==> src/rtl/ripple_pkg.sv <==
// ripple_pkg
// Shared constants, types and helpers for the ripple-counter sampling logic.
// RIPPLE_WIDTH          : number of ripple-counter bits sampled
// STABLE_CYCLES_DEFAULT : identical synchronized samples needed to accept a value
// CNT_W                 : width of the stability counter (covers 1..15)
// ripple_count_t        : one sampled counter value
// next_count            : successor of a count, wrapping modulo 2^RIPPLE_WIDTH
package ripple_pkg;

  localparam int RIPPLE_WIDTH          = 3;
  localparam int STABLE_CYCLES_DEFAULT = 2;
  localparam int CNT_W                 = 4;

  typedef logic [RIPPLE_WIDTH-1:0] ripple_count_t;

  // SETTLE while the stability counter is below its target, LOCKED once reached.
  typedef enum logic {
    SETTLE = 1'b0,
    LOCKED = 1'b1
  } track_state_e;

  function automatic ripple_count_t next_count(input ripple_count_t value);
    return value + ripple_count_t'(1);
  endfunction

endpackage

==> src/rtl/bit_sync2.sv <==
// bit_sync2
// Two-flop synchronizer for a bus of independent asynchronous bits. Each bit is
// synchronized on its own; no cross-bit coherency is implied, the downstream
// stability filter takes care of that.
// Ports:
//   clk_i   : destination clock
//   rst_n_i : asynchronous active-low reset, both stages clear to 0
//   d_i     : asynchronous input bits
//   q_o     : synchronized bits (second flop stage)
module bit_sync2 #(
  parameter int W = 1
) (
  input  logic         clk_i,
  input  logic         rst_n_i,
  input  logic [W-1:0] d_i,
  output logic [W-1:0] q_o
);

  logic [W-1:0] meta_q;
  logic [W-1:0] sync_q;

  // First stage may go metastable; the second stage gives it a full cycle to resolve.
  always_ff @(posedge clk_i or negedge rst_n_i) begin
    if (!rst_n_i) begin
      meta_q <= '0;
      sync_q <= '0;
    end else begin
      meta_q <= d_i;
      sync_q <= meta_q;
    end
  end

  assign q_o = sync_q;

endmodule

==> src/rtl/ripple_sampler.sv <==
// ripple_sampler
// Brings the asynchronous outputs of a ripple counter into the clk_i domain:
// synchronizes every bit, waits until the synchronized value has been steady for
// STABLE_CYCLES samples, and then publishes it as a clean registered count along
// with one-cycle pulses for change, wrap-around and skipped counts.
// Build option: define RIPPLE_SAMPLER_SKIP_CHECK_EN to build the skip detector and
// the sticky error flag. Without it skip_o and err_o are tied to 0 and clr_i is
// ignored; count_o, valid_o and wrap_o behave identically in both builds.
// Ports:
//   clk_i   : system clock, rising edge
//   rst_n_i : asynchronous active-low reset
//   q_in_i  : raw ripple-counter bits, bit 0 = Q0 (LSB), asynchronous to clk_i
//   clr_i   : synchronous clear of err_o
//   count_o : last accepted count
//   valid_o : one-cycle pulse when count_o changes
//   wrap_o  : one-cycle pulse with valid_o on a max -> 0 transition
//   skip_o  : one-cycle pulse with valid_o when the new count is not old+1
//   err_o   : sticky flag set by skip_o
module ripple_sampler
  import ripple_pkg::*;
#(
  parameter int WIDTH         = RIPPLE_WIDTH,
  parameter int STABLE_CYCLES = STABLE_CYCLES_DEFAULT
) (
  input  logic             clk_i,
  input  logic             rst_n_i,
  input  logic [WIDTH-1:0] q_in_i,
  input  logic             clr_i,
  output logic [WIDTH-1:0] count_o,
  output logic             valid_o,
  output logic             wrap_o,
  output logic             skip_o,
  output logic             err_o
);

  localparam logic [CNT_W-1:0] STABLE_C = CNT_W'(STABLE_CYCLES);
  localparam logic [CNT_W-1:0] CNT_ONE  = CNT_W'(1);
  localparam logic [WIDTH-1:0] CNT_MAX  = {WIDTH{1'b1}};
  localparam logic [WIDTH-1:0] STEP     = WIDTH'(1);

  logic [WIDTH-1:0] syncVal;
  logic [WIDTH-1:0] cand_q, cand_d;
  logic [CNT_W-1:0] cnt_q, cnt_d;
  logic [WIDTH-1:0] count_q, count_d;
  logic             valid_q, valid_d;
  logic             wrap_q, wrap_d;
  logic             acceptEvt;
  logic             acceptNew;
  logic [WIDTH-1:0] expectedNext;
  track_state_e     trackState;

  bit_sync2 #(
    .W(WIDTH)
  ) u_sync (
    .clk_i  (clk_i),
    .rst_n_i(rst_n_i),
    .d_i    (q_in_i),
    .q_o    (syncVal)
  );

  assign trackState   = (cnt_q == STABLE_C) ? LOCKED : SETTLE;
  assign expectedNext = count_q + STEP;

  // Stability filter and publish logic. A new synchronized value restarts the
  // count at 1; with STABLE_CYCLES = 1 that restart is already the accept, so the
  // accepted value is always taken from syncVal, which equals the candidate in
  // the normal accept case.
  always_comb begin
    cand_d    = cand_q;
    cnt_d     = cnt_q;
    count_d   = count_q;
    valid_d   = 1'b0;
    wrap_d    = 1'b0;
    acceptEvt = 1'b0;
    acceptNew = 1'b0;

    if (syncVal != cand_q) begin
      cand_d = syncVal;
      cnt_d  = CNT_ONE;
      if (STABLE_C == CNT_ONE) begin
        acceptEvt = 1'b1;
      end
    end else if (trackState == SETTLE) begin
      cnt_d = cnt_q + CNT_ONE;
      if (cnt_q == STABLE_C - CNT_ONE) begin
        acceptEvt = 1'b1;
      end
    end

    // Accepting the value already published (a glitch that came back) is silent.
    if (acceptEvt && (syncVal != count_q)) begin
      acceptNew = 1'b1;
      count_d   = syncVal;
      valid_d   = 1'b1;
      wrap_d    = (count_q == CNT_MAX) && (syncVal == '0);
    end
  end

  // Tracking and output registers; reset leaves the filter LOCKED on zero so an
  // idle counter produces no pulse after reset.
  always_ff @(posedge clk_i or negedge rst_n_i) begin
    if (!rst_n_i) begin
      cand_q  <= '0;
      cnt_q   <= STABLE_C;
      count_q <= '0;
      valid_q <= 1'b0;
      wrap_q  <= 1'b0;
    end else begin
      cand_q  <= cand_d;
      cnt_q   <= cnt_d;
      count_q <= count_d;
      valid_q <= valid_d;
      wrap_q  <= wrap_d;
    end
  end

  assign count_o = count_q;
  assign valid_o = valid_q;
  assign wrap_o  = wrap_q;

`ifdef RIPPLE_SAMPLER_SKIP_CHECK_EN
  logic skip_q, skip_d;
  logic err_q, err_d;

  // A skip sets err in the same edge it is reported, and outranks a simultaneous clear.
  always_comb begin
    skip_d = acceptNew && (syncVal != expectedNext);
    err_d  = skip_d | (err_q & ~clr_i);
  end

  always_ff @(posedge clk_i or negedge rst_n_i) begin
    if (!rst_n_i) begin
      skip_q <= 1'b0;
      err_q  <= 1'b0;
    end else begin
      skip_q <= skip_d;
      err_q  <= err_d;
    end
  end

  assign skip_o = skip_q;
  assign err_o  = err_q;
`else
  logic unused_skip_inputs;
  assign unused_skip_inputs = clr_i ^ acceptNew ^ (^expectedNext);
  assign skip_o = 1'b0;
  assign err_o  = 1'b0;
`endif

endmodule

==> config.mk <==
export PLATFORM = sky130hd
export DESIGN_NAME = ripple_sampler
export DESIGN_NICKNAME = d
export VERILOG_FILES = /design/src/rtl/ripple_pkg.sv /design/src/rtl/bit_sync2.sv /design/src/rtl/ripple_sampler.sv
export SDC_FILE = /design/constraint.sdc
export NUM_CORES = 1
export LEC_CHECK = 0
export CELL_PAD_IN_SITES_DETAIL_PLACEMENT = 1
export CELL_PAD_IN_SITES_GLOBAL_PLACEMENT = 1
export CORE_UTILIZATION = 40
export DETAILED_ROUTE_END_ITERATION = 16
export PLACE_DENSITY = 0.76
export SLEW_MARGIN = 0
export SYNTH_ARGS = -nofsm -noshare
export SYNTH_HDL_FRONTEND = slang
export SYNTH_SLANG_ARGS = --single-unit
==> constraint.sdc <==
create_clock -name clk_i -period 1.9 [get_ports clk_i]
set_input_delay 0.285 -clock clk_i [delete_from_list [all_inputs] [get_ports clk_i]]
set_output_delay 0.285 -clock clk_i [all_outputs]
set_load 0.01 [all_outputs]
==> summary.md <==
| Metric | Value |
|---|---|
| WP data required | 2.08 ns |
| Post-synth EDFFs | 0 |
| Max incr delay on CP | between 0.4 and 0.5 ns |
| Starting Density | 0.4287 |
| Row cnt | 15 |
| Fill cells | 192 |
| Crit path time final | between 1.5 and 2 ns |
| Max Cap Viol | 0 |
| Area contributors post-synth | dfrtp_1 (57%), xnor2_1 (8.2%), ha_1 (5.0%) |
| Hold Buf Count CTS | 0 |
| Sum Neg Setup Slack | 0 ns |
| Asr flop ratio synth | 1.000 |
| Cells after Synth | 57 |
| Largest delay share family, worst path | simple AND/OR/NAND/NOR gates |
| GRT Util Overall | 0.1541 |
| Worst path cell trace | inv_1 > ha_1 > nor4b_2 > nand4_2 > mux2_2 |
| CTS-repair resized insts | 0 |
| Max Clock Skew | 0.003825 ns |
| Most common cell in the netlist | dfrtp_1 |
| Die Footprint | 2048 sq um |
| PortBufs | 9 |
| Post-synthesis register bit count | 18 |
| Crit end category | flop |
| Iteration-0 DRC Markers | 1 |
| VDD IR max | 0.6011 mV |
| Via/cell ratio | 4.641 |
| Cells on worst reg2reg path | 5 |
| Diode count | 0 |
| Run status | finished, final reports clean |
| Cell taking the most area after synthesis | dfrtp_1 |
| Hold crit path type | input pin to asynchronous set/reset pin |
| CTS tree | done |
| CP Launch Type | flop |
| Vias | about 430 |
| Part of the Yosys area used for sequential elements | 0.6037 |
| Gr ovfl total | 0 |
| Max clock buf depth | 2 |
| R2R Path End | count_o[2] |
| Lkg Pwr | 0.3861 nW |
| Fmax | 604.8 MHz |
| Synth Warn # | 0 |
| Num CTS Buffers | 3 |
| Count of final setup violators | 0 |
| Vias in the first global route | 456 |
| Total Power | 892.6 uW |
| Die Ht | 45.25 um |
| Routed WL | about 1200 um |
| Top post-synthesis cells by count | dfrtp_1 (17), xnor2_1 (7) |
| ANT nets after route | 0 |
| Pin count of the biggest net entering global routing | 19 |
| Dominant synthesized flop cell | dfrtp_1 |
| Mean post-synth cell area | 13.13 sq um |
| 1st-pass router iterations | 2 |
| Routed wire per std cell | 13.43 um |
| Syn Std Cell Area | 748.2 sq um |
| Area Growth Syn to Fin | 19.06% |
| Final RePlAce weighted congestion | slightly below 0.7 |
| Worst r2r src | cnt_q[0] |
| Tcrit/Tclk final | 0.8702 |
| Die X | around 45 um |
| Num ports | 13 |
| Max FO, Critical Path | 5 |
| Clock sink count | 18 |
| Critical Path Slowest Stage Cell | dfrtp_1 |
| Crit Path Category | flop to flop |
| Nets@finish | 77 |
| Initial antenna violation count | 0 |
| RSZ-0062 raised after global routing | false |
| Cell variety after synth | 23 |
| R2R setup slack | 0.25 ns |
| Layout cells sized above 1 | 0.1642 |
| Drc violations | 0 |
| # H-tree levels | 1 |
| Number of setup buffers added after CTS | 0 |
| First-pass GRT wire length | 2159 um |
| Fin. max-slew vios | 0 |
| Core Area | between 1500 and 2000 sq um |
| CTS root buf | clkbuf_4 |
| Hold violation count in the final report | 0 |
| Clk_lat worst skew | 0.29 ns |
| WP data arrival | 1.83 ns |
| Critical path buffers and inverters | 1 |
| DP HPWL | roughly 930 um |
| Area share of the largest cell type after synthesis | 0.5686 |
| Reg clk slew, reported paths | approximately 0.1 ns |
| P per Cell Area | between 1000 and 1500 nW/um^2 |
==> area by class of cell <==
class,instances,area [sq um],area share
inverter,2,7.507,0.008427
timing repair buffer,10,97.59,0.1096
multi-input combinational,33,266.5,0.2992
sequential,18,451.7,0.5070
tap,25,31.28,0.03511
clock buffer,4,36.28,0.04073
==> how the worst max path moves through the flow <==
stage          depth (start not counted)      from         end  slack, ns
6_report                               5  cnt_q[0]  count_o[2]       0.25
3_3_place_gp                           5  cnt_q[0]  count_o[1]       0.30
3_5_place_dp                           5  cnt_q[0]  count_o[2]       0.24
4_1_cts                                5  cnt_q[0]  count_o[2]       0.22
2_1_floorplan                          5  cnt_q[0]  count_o[0]       0.43
5_1_grt                                5  cnt_q[0]      wrap_o       0.10
==> metrics by stage <==
stage	instance area, sq um	std cells	hold WS, ns	setup slack, ns	util
final	890.9	92	0.3164	0.2466	0.5104
after floorplan	752.0	58	-0.01059	0.4307	-
after global routing	890.9	92	0.3279	0.1015	0.5104
after global placement	854.6	88	0.3324	0.2978	0.4896
after CTS	890.9	92	0.3146	0.2212	0.5104
after detailed placement	854.6	88	0.3370	0.2366	0.4896
==> flip-flops by register name, indices dropped and copies added, names as in the netlist <==
| name | cells |
|---|---|
| cnt_q | 4 |
| wrap_o | 1 |
| count_o | 3 |
| cand_q | 3 |
| valid_o | 1 |
| u_sync.q_o | 3 |
| u_sync.meta_q | 3 |
==> logic make-up (layout without fill, tap and decap cells) <==
family / after synthesis / count (layout) / share of synthesized area
AND/OR/NAND/NOR: 14 / 14 / 0.1321
flip-flops: 18 / 18 / 0.6037
other: 1 / 2 / 0.005012
multiplexers: 3 / 3 / 0.04515
buffers and inverters: 7 / 16 / 0.04515
XOR/XNOR: 8 / 8 / 0.09365
adder cells (fa/ha/maj): 3 / 3 / 0.05017
AO/OA/AOI/OAI: 3 / 3 / 0.02509
==> layout by cell type (no fill, tap or decap), drive strengths merged, types with 2 or more instances in the layout <==
cell	count
clkbuf	4
clkdlybuf4s50	9
conb	2
dfrtp	17
ha	3
inv	2
mux2	3
nand2b	2
nand3	2
nor2	3
xnor2	7
==> routing by layer <==
| layer | wire length (um) | track usage |
|---|---|---|
| met5 | 0 | 0 |
| met3 | 29 | 0.02400 |
| met4 | 0 | 0.09091 |
| met2 | 649 | 0.2609 |
| met1 | 557 | 0.1839 |
==> power breakdown <==
part	switching [mW]	internal, mW
logic	0.0711	0.115
clock network	0.114	0.117
registers	0.0495	0.427
(Power assumes the default switching activity.)
